===== src/rtl/solution_player.sv =====
// Playback sequencer for the solved 6-puzzle move list: debounces the board buttons and
// steps the displayed move index manually or on an auto-play timer.
module solution_player #(
  parameter int unsigned DEB_CYCLES  = 20000,
  parameter int unsigned STEP_CYCLES = 25000000,
  parameter int unsigned MAX_MOVES   = 22
) (
  input  logic                     clk,
  input  logic                     rst_n,
  input  logic                     comp,
  input  logic [4:0]               cnt,
  input  logic [2*MAX_MOVES-1:0]   ord,
  input  logic [4:0]               btn,
  output logic [4:0]               idx,
  output logic [1:0]               move,
  output logic                     move_vld,
  output logic                     playing,
  output logic                     at_end
);

  localparam int unsigned TW = (STEP_CYCLES > 2) ? $clog2(STEP_CYCLES) : 1;
  localparam int unsigned DW = (DEB_CYCLES > 1) ? $clog2(DEB_CYCLES + 1) : 1;

  typedef enum logic [1:0] {S_IDLE, S_PAUSE, S_PLAY, S_DONE} state_t;
  typedef enum logic [2:0] {ACT_NONE, ACT_HOME, ACT_END, ACT_PREV, ACT_NEXT, ACT_PLAY} act_t;

  logic [4:0]    sync1_q, sync2_q, deb_q, pulse_q;
  logic [DW-1:0] dcnt_q [5];

  state_t        state_q, state_d;
  logic [4:0]    idx_q, idx_d;
  logic [TW-1:0] timer_q, timer_d;
  logic [4:0]    cnt_c;
  act_t          act;
  logic [1:0]    move_sel;

  // Counter tracks how long the synced level has disagreed with the accepted level.
  always_ff @(posedge clk) begin
    if (!rst_n) begin
      sync1_q <= '0;
      sync2_q <= '0;
      deb_q   <= '0;
      pulse_q <= '0;
      for (int unsigned i = 0; i < 5; i++) dcnt_q[i] <= '0;
    end else begin
      sync1_q <= btn;
      sync2_q <= sync1_q;
      pulse_q <= '0;
      for (int unsigned i = 0; i < 5; i++) begin
        if (sync2_q[i] != deb_q[i]) begin
          if (dcnt_q[i] == DW'(DEB_CYCLES - 1)) begin
            deb_q[i]   <= sync2_q[i];
            pulse_q[i] <= sync2_q[i];
            dcnt_q[i]  <= '0;
          end else begin
            dcnt_q[i] <= dcnt_q[i] + 1'b1;
          end
        end else begin
          dcnt_q[i] <= '0;
        end
      end
    end
  end

  assign cnt_c = (cnt > 5'(MAX_MOVES)) ? 5'(MAX_MOVES) : cnt;

  always_comb begin
    act = ACT_NONE;
    if      (pulse_q[1]) act = ACT_HOME;
    else if (pulse_q[0]) act = ACT_END;
    else if (pulse_q[3]) act = ACT_PREV;
    else if (pulse_q[4]) act = ACT_NEXT;
    else if (pulse_q[2]) act = ACT_PLAY;
  end

  always_ff @(posedge clk) begin
    if (!rst_n) begin
      state_q <= S_IDLE;
      idx_q   <= '0;
      timer_q <= '0;
    end else begin
      state_q <= state_d;
      idx_q   <= idx_d;
      timer_q <= timer_d;
    end
  end

  always_comb begin
    state_d = state_q;
    idx_d   = idx_q;
    timer_d = '0;
    unique case (state_q)
      S_IDLE: begin
        idx_d = '0;
        if (comp) state_d = (cnt_c == 5'd0) ? S_DONE : S_PAUSE;
      end
      S_PAUSE, S_PLAY: begin
        unique case (act)
          ACT_HOME: idx_d = '0;
          ACT_END: begin
            idx_d   = cnt_c;
            state_d = S_DONE;
          end
          ACT_PREV: if (idx_q != 5'd0) idx_d = idx_q - 5'd1;
          ACT_NEXT: begin
            if (idx_q < cnt_c) begin
              idx_d = idx_q + 5'd1;
              if (idx_q + 5'd1 == cnt_c) state_d = S_DONE;
            end
          end
          ACT_PLAY: state_d = (state_q == S_PLAY) ? S_PAUSE : S_PLAY;
          ACT_NONE: begin
            if (state_q == S_PLAY) begin
              if (timer_q == TW'(STEP_CYCLES - 1)) begin
                idx_d = idx_q + 5'd1;
                if (idx_q + 5'd1 == cnt_c) state_d = S_DONE;
              end else begin
                timer_d = timer_q + 1'b1;
              end
            end
          end
          default: ;
        endcase
      end
      S_DONE: begin
        if (cnt_c != 5'd0) begin
          unique case (act)
            ACT_PREV: begin
              idx_d   = idx_q - 5'd1;
              state_d = S_PAUSE;
            end
            ACT_HOME: begin
              idx_d   = '0;
              state_d = S_PAUSE;
            end
            ACT_PLAY: begin
              idx_d   = '0;
              state_d = S_PLAY;
            end
            default: ;
          endcase
        end
      end
      default: ;
    endcase
    // Losing the solution overrides every state, including a same-cycle button pulse.
    if (!comp && state_q != S_IDLE) begin
      state_d = S_IDLE;
      idx_d   = '0;
      timer_d = '0;
    end
  end

  always_comb begin
    move_sel = '0;
    for (int unsigned k = 0; k < MAX_MOVES; k++) begin
      if (idx_q == 5'(k)) move_sel = ord[2*k +: 2];
    end
    idx      = idx_q;
    playing  = (state_q == S_PLAY);
    at_end   = (state_q == S_DONE);
    move_vld = comp && (state_q != S_IDLE) && (idx_q < cnt_c);
    move     = move_vld ? move_sel : 2'b00;
  end

endmodule


===== config.mk =====
export PLATFORM = sky130hd
export DESIGN_NAME = solution_player
export DESIGN_NICKNAME = d
export VERILOG_FILES = /design/src/rtl/solution_player.sv
export SDC_FILE = /design/constraint.sdc
export NUM_CORES = 1
export LEC_CHECK = 0
export CAP_MARGIN = 15
export CORE_UTILIZATION = 45
export DETAILED_ROUTE_END_ITERATION = 16
export PLACE_DENSITY_LB_ADDON = 0.1
export RECOVER_POWER = 25
export SYNTH_ARGS = -nofsm -noshare
export SYNTH_HDL_FRONTEND = slang
export SYNTH_SLANG_ARGS = --single-unit

===== constraint.sdc =====
create_clock -name clk -period 5 [get_ports clk]
set_input_delay 0.75 -clock clk [delete_from_list [all_inputs] [get_ports clk]]
set_output_delay 0.75 -clock clk [all_outputs]
set_load 0.03 [all_outputs]

**Yosys cells after proc, flatten, opt, wreduce, memory -nomap -nowiden**

Memories as Yosys holds them, arrays and structs flattened.
Cells that the tools add are included.

- $add $sub $neg: 8
- $lt $le $gt $ge: 2
- Equality and inequality tests: 51
- Mux-type cells: 119
- Bitwise gates (word level): 19
- Reductions and logical operators: 28

Operator list:

| cell | count |
|---|---|
| $mux W15 | 15 |
| $add A15 B1 Y15 const B | 5 |
| $eq A15 B15 Y1 const B | 5 |
| $mux W2 | 31 |
| $mux W1 | 56 |
| $eq A5 B4 Y1 const B | 8 |
| $eq A5 B5 Y1 const B | 6 |
| $mux W5 | 6 |
| $add A25 B1 Y25 const B | 1 |
| $eq A25 B25 Y1 const B | 1 |
| $pmux W5 S5 | 1 |
| $eq A5 B3 Y1 const B | 4 |
| $mux W3 | 5 |
| $or A1 B1 Y1 | 15 |
| $pmux W5 S3 | 1 |
| $reduce_and A3 Y1 | 5 |
| $reduce_and A7 Y1 | 2 |
| $ne A3 B3 Y1 const B | 4 |
| $eq A5 B2 Y1 const B | 2 |
| $logic_not A5 Y1 | 2 |
| $pmux W5 S2 | 1 |
| $reduce_and A2 Y1 | 5 |
| $reduce_bool A5 Y1 | 2 |
| $pmux W2 S4 | 1 |
| other kinds (27) | 43 |

- Bits in registers: 52
- Bits in writable memories: 75
- Input port bits: 57
- Output and inout port bits: 10
- Word-level logic and storage cells: 243
- Memories kept: 1

Memory list:

| memory | depth | bits a word | rd ports | clocked after memory_dff | wr ports | RTL line | source |
|---|---|---|---|---|---|---|---|
| dcnt_q | 5 | 15 | 5 | 0 | 5 | 28 | `logic [DW-1:0] dcnt_q [5];` |

**Logic depth before layout (Yosys ltp)**

- Depth in word-level cells: 24
- Mapped depth: 10
- Depth with buffers taken out: 9

**Worst setup path after synthesis**

Ideal clock, no wire load.

- Path type: in2out
- Start: input port cnt[3]
- End: output port move[1]
- Arrival time: 2573 ps
- Required time: 4250 ps
- Path slack: 1677 ps
- Stages: 8
- Buffers on the path: 0
- Cells stage by stage: a21oi_1 -> ha_1 -> o21ai_0 -> a21oi_1 -> o21ai_0 -> and3_1 -> o21ai_0 -> a21oi_1

- Word-level cells in the longest chain between the ends: 5

Ends and longest elaborated chain:

| element | RTL line | source |
|---|---|---|
| from (decl) | 11 | `input logic [4:0] cnt,` |
| $gt A5 B5 Y1 | 65 | `assign cnt_c = (cnt > 5'(MAX_MOVES)) ? 5'(MAX_MOVES) : cnt;` |
| $mux W5 * | 65 |  |
| $lt A5 B5 Y1 * | 162 | `move_vld = comp && (state_q != S_IDLE) && (idx_q < cnt_c);` |
| $logic_and A1 B1 Y1 * | 162 |  |
| named net move_vld | 16 | `output logic move_vld,` |
| $mux W2 * | 163 | `move = move_vld ? move_sel : 2'b00;` |
| to (decl) | 15 | `output logic [1:0] move,` |

The timed path passes the listed nets; every way through them passes the cells marked *.

**Final worst setup path**

- Start: register idx_q[0] (netlist: idx[0])
- End: output port move[0]

- Word-level cells in the longest chain between the ends: 24
- Elaborated cells on any way between the ends: 47
- Those cells by class: order compare: 1; eq/ne: 21; mux: 23; reduce/logical: 2

Ends and longest elaborated chain:

| element | RTL line | source |
|---|---|---|
| from (decl) | 31 | `logic [4:0] idx_q, idx_d;` |
| from (signal assigned) | 83 | `idx_q <= idx_d;` |
| $logic_not A5 Y1 | 157 | `if (idx_q == 5'(k)) move_sel = ord[2*k +: 2];` |
| $mux W2 (22 in a row) | 157 |  |
| $mux W2 * | 163 |  |

Every way passes the cells marked *; elsewhere a longest branch is shown, timed or not.

==> results.sh <==
export IMPL_status="completed"
export IMPL_grt_pass1_vias=5516
export IMPL_antenna_left=0
export IMPL_ir_drop_v=0.0002202
export IMPL_arrival_ps=3560
export IMPL_seqCellArea_mm2=0.003293
export IMPL_regToRegStartpoint="state_q[0]"
export IMPL_cts_made_buffers=17
export IMPL_gp_congestion=0.9086
export IMPL_crit_fanout=17
export IMPL_drv_cap=0
export IMPL_min_period_over_period_pct=86.10
export IMPL_hold_viol=0
export IMPL_worst_pin_slew_ps=1012
export IMPL_nNetsFinal=1021
export IMPL_num_fill_cells=1522
export IMPL_dp_hpwl_um=11350
export IMPL_power_leakage_nw=3.264
export IMPL_numPortBuffers=66
export IMPL_antenna_found_initial=0
export IMPL_power_density_mw_per_mm2=319.8
export IMPL_clk_latency_ps=420
export IMPL_post_place_ws_ps=869.5
export IMPL_route_vias_total=5928
export IMPL_drc_errors=0
export IMPL_fin_crit_ps=4305
export IMPL_synth_edf_count=75
export IMPL_cp_cell_sequence="inv_1 -> ha_1 -> or4b_1 -> o32ai_1 -> a22oi_1 -> o22ai_1 -> a21oi_1 -> nor2_1 -> clkdlybuf4s50_1"
export IMPL_track_usage_pct=19.51
export IMPL_max_stage_delay_ps=670
export IMPL_synth_area_leaders="edfxtp_1 30%, dfxtp_1 14%, xor2_1 7.3%"
export IMPL_die_y_um=130.6
export IMPL_syn_area_mm2=0.007438
export IMPL_hold_buffers=0
export IMPL_synth_most_common_cell="nor2_1"
export IMPL_synth_top_cell_area_share_pct=30.28
export IMPL_drt_iter0_drc=313
export IMPL_avgRoutedWirePerCell_um=13.33
export IMPL_fin_ws_ps=694.8
export IMPL_cts_tree="built"
export IMPL_h_tree_depth=4
export IMPL_core_mm2=0.01600
export IMPL_cts_resized=0
export IMPL_fmax_ghz=0.2323
export IMPL_fp_row_count=46
export IMPL_rsz0062_at_grt="false"
export IMPL_slew_headroom_pct=32.54
export IMPL_hold_path_startpoint="sync1_q[2]"
export IMPL_cts_setup_buffers=0
export IMPL_synth_distinct_cells=78
export IMPL_hold_path_class="flop to flop"
export IMPL_finClkSkew_ps=10.79
export IMPL_clk_pin_slew_ps=50
export IMPL_grt_ovfl_total=0
export IMPL_ys_seq_area_share_pct=44.27
export IMPL_crit_start="idx[0]"
export IMPL_viasPerCell=5.058
export IMPL_critical_path_class="flop to primary output"
export IMPL_fp_dieArea_mm2=0.01705
export IMPL_ctsLongestPathBuffers=2
export IMPL_grt_max_degree=28
export IMPL_num_io_pins=67
export IMPL_netlist_instances=808
export IMPL_end_kind="primary output"
export IMPL_critPathLaunchType="flop"
export IMPL_ys_flop_type="edfxtp_1"
export IMPL_antenna_cells=0
export IMPL_yosys_top_cells_count="138 x nor2_1, 75 x edfxtp_1, 63 x nand2_1, 62 x xor2_1, 52 x dfxtp_1"
export IMPL_cpMaxStageDelayCell="clkdlybuf4s50_1"
export IMPL_drt_total_wl_um=15620
export IMPL_areaGrowthSynthToFinish_pct=22.25
export IMPL_layout_drive_gt1_share_pct=5.649
export IMPL_final_setup_tns_ps=0
export IMPL_async_reset_ff_share_pct=0
export IMPL_cts_sinks=127
export IMPL_die_w_um=130.6
export IMPL_yosys_warnings=0
export IMPL_avgSynthCellArea_um2=9.206
export IMPL_start_util_pct=46.49
export IMPL_worstPathRequired_ps=4250
export IMPL_first_pass_iters=5
export IMPL_cts_root_buf="clkbuf_16"
export IMPL_finalMaxSlewViolations=0
export IMPL_synth_top_cell_by_area="edfxtp_1"
export IMPL_setup_viol=0
export IMPL_grt_pass1_wl_um=25850
export IMPL_synth_seq_cells=127
export IMPL_multi_input_area_mm2=0.004209
==> metrics by stage <==
| stage | total power [mW] | cell area (µm²) | util, % | cells | hold slack (ps) |
|---|---|---|---|---|---|
| after floorplan | 1.611 | 7716 | - | 882 | 411.9 |
| after CTS | 2.938 | 9097 | 56.86 | 1172 | 439.8 |
| after detailed placement | 1.783 | 8546 | 53.41 | 1140 | 427.1 |
| after global routing | 3.048 | 9094 | 56.83 | 1172 | 461.0 |
| final | 2.908 | 9094 | 56.83 | 1172 | 437.4 |
| after global placement | 1.783 | 8546 | 53.41 | 1140 | 415.4 |
==> area by class of cell <==
cell class	instances	share of cell area, %
clock buffers	22	5.462
repair buffers	69	7.471
clock inverters	10	0.6054
well taps	216	2.972
multi-input cells	704	46.29
inverters	24	0.9906
flip-flops and latches	127	36.21
==> per-layer routing <==
metal	vias up	GRT usage [%]	wire length (µm)
li1	3067	-	-
met1	2684	25.78	7577
met2	155	30.38	6784
met3	22	4.316	899
met4	0	9.331	356
met5	-	0	0
==> worst paths after layout <==
| path | endpoint | slack (ps) | depth (start not counted) |
|---|---|---|---|
| worst max-delay path | move[0] | 690 | 9 |
| worst min-delay path | sync2_q[2] | 440 | 1 |
| worst max register to register | idx[4] | 2440 | 8 |
| worst min register to register | sync2_q[2] | 440 | 1 |
==> layout by cell type, fill, tap and decap left out, types with 8 or more instances in the layout <==
master	count
and3_1	18
xor2_1	62
nand4_1	20
nor2_1	138
dfxtp_1	52
o21ai_0	30
a21oi_1	30
inv_1	23
and2_1	8
clkbuf_16	19
nand2_1	63
nand2b_1	11
edfxtp_1	75
nand3_1	47
nor2b_1	18
nor3_1	21
xnor2_1	32
ha_1	21
clkdlybuf4s50_1	65
conb_1	75
==> cells by family after synthesis <==
family,share of synthesized area [%]
buffers and inverters,2.876
multiplexers,0.8242
adder cells (fa/ha/maj),3.532
AND/OR/NAND/NOR,27.33
XOR/XNOR,11.37
flip-flops,44.27
other,0.05041
AO/OA/AOI/OAI,9.739
==> worst max-delay path, delay by kind of cell (launching register included) <==
kind | cells | cell delay (ps)
flip-flops | 1 | 390
adder cells (fa/ha/maj) | 1 | 580
AND/OR/NAND/NOR | 2 | 610
AO/OA/AOI/OAI | 4 | 730
buffers and inverters | 2 | 830
==> state kept, by name, indices dropped and copies added (netlist names) <==
signal / count
dcnt_q: 75
pulse_q: 5
sync2_q: 5
deb_q: 5
timer_q: 25
idx: 5
state_q: 2
sync1_q: 5
==> power by group <==
part | switching (mW) | internal, mW | total (mW) | leakage [nW]
logic | 0.325 | 0.252 | 0.576 | 1.78
clock network | 0.444 | 0.700 | 1.14 | 0.285
registers | 0.0406 | 1.15 | 1.19 | 1.19
total | 0.809 | 2.10 | 2.91 | 3.26
No activity file was read; power rests on OpenSTA's default activity.
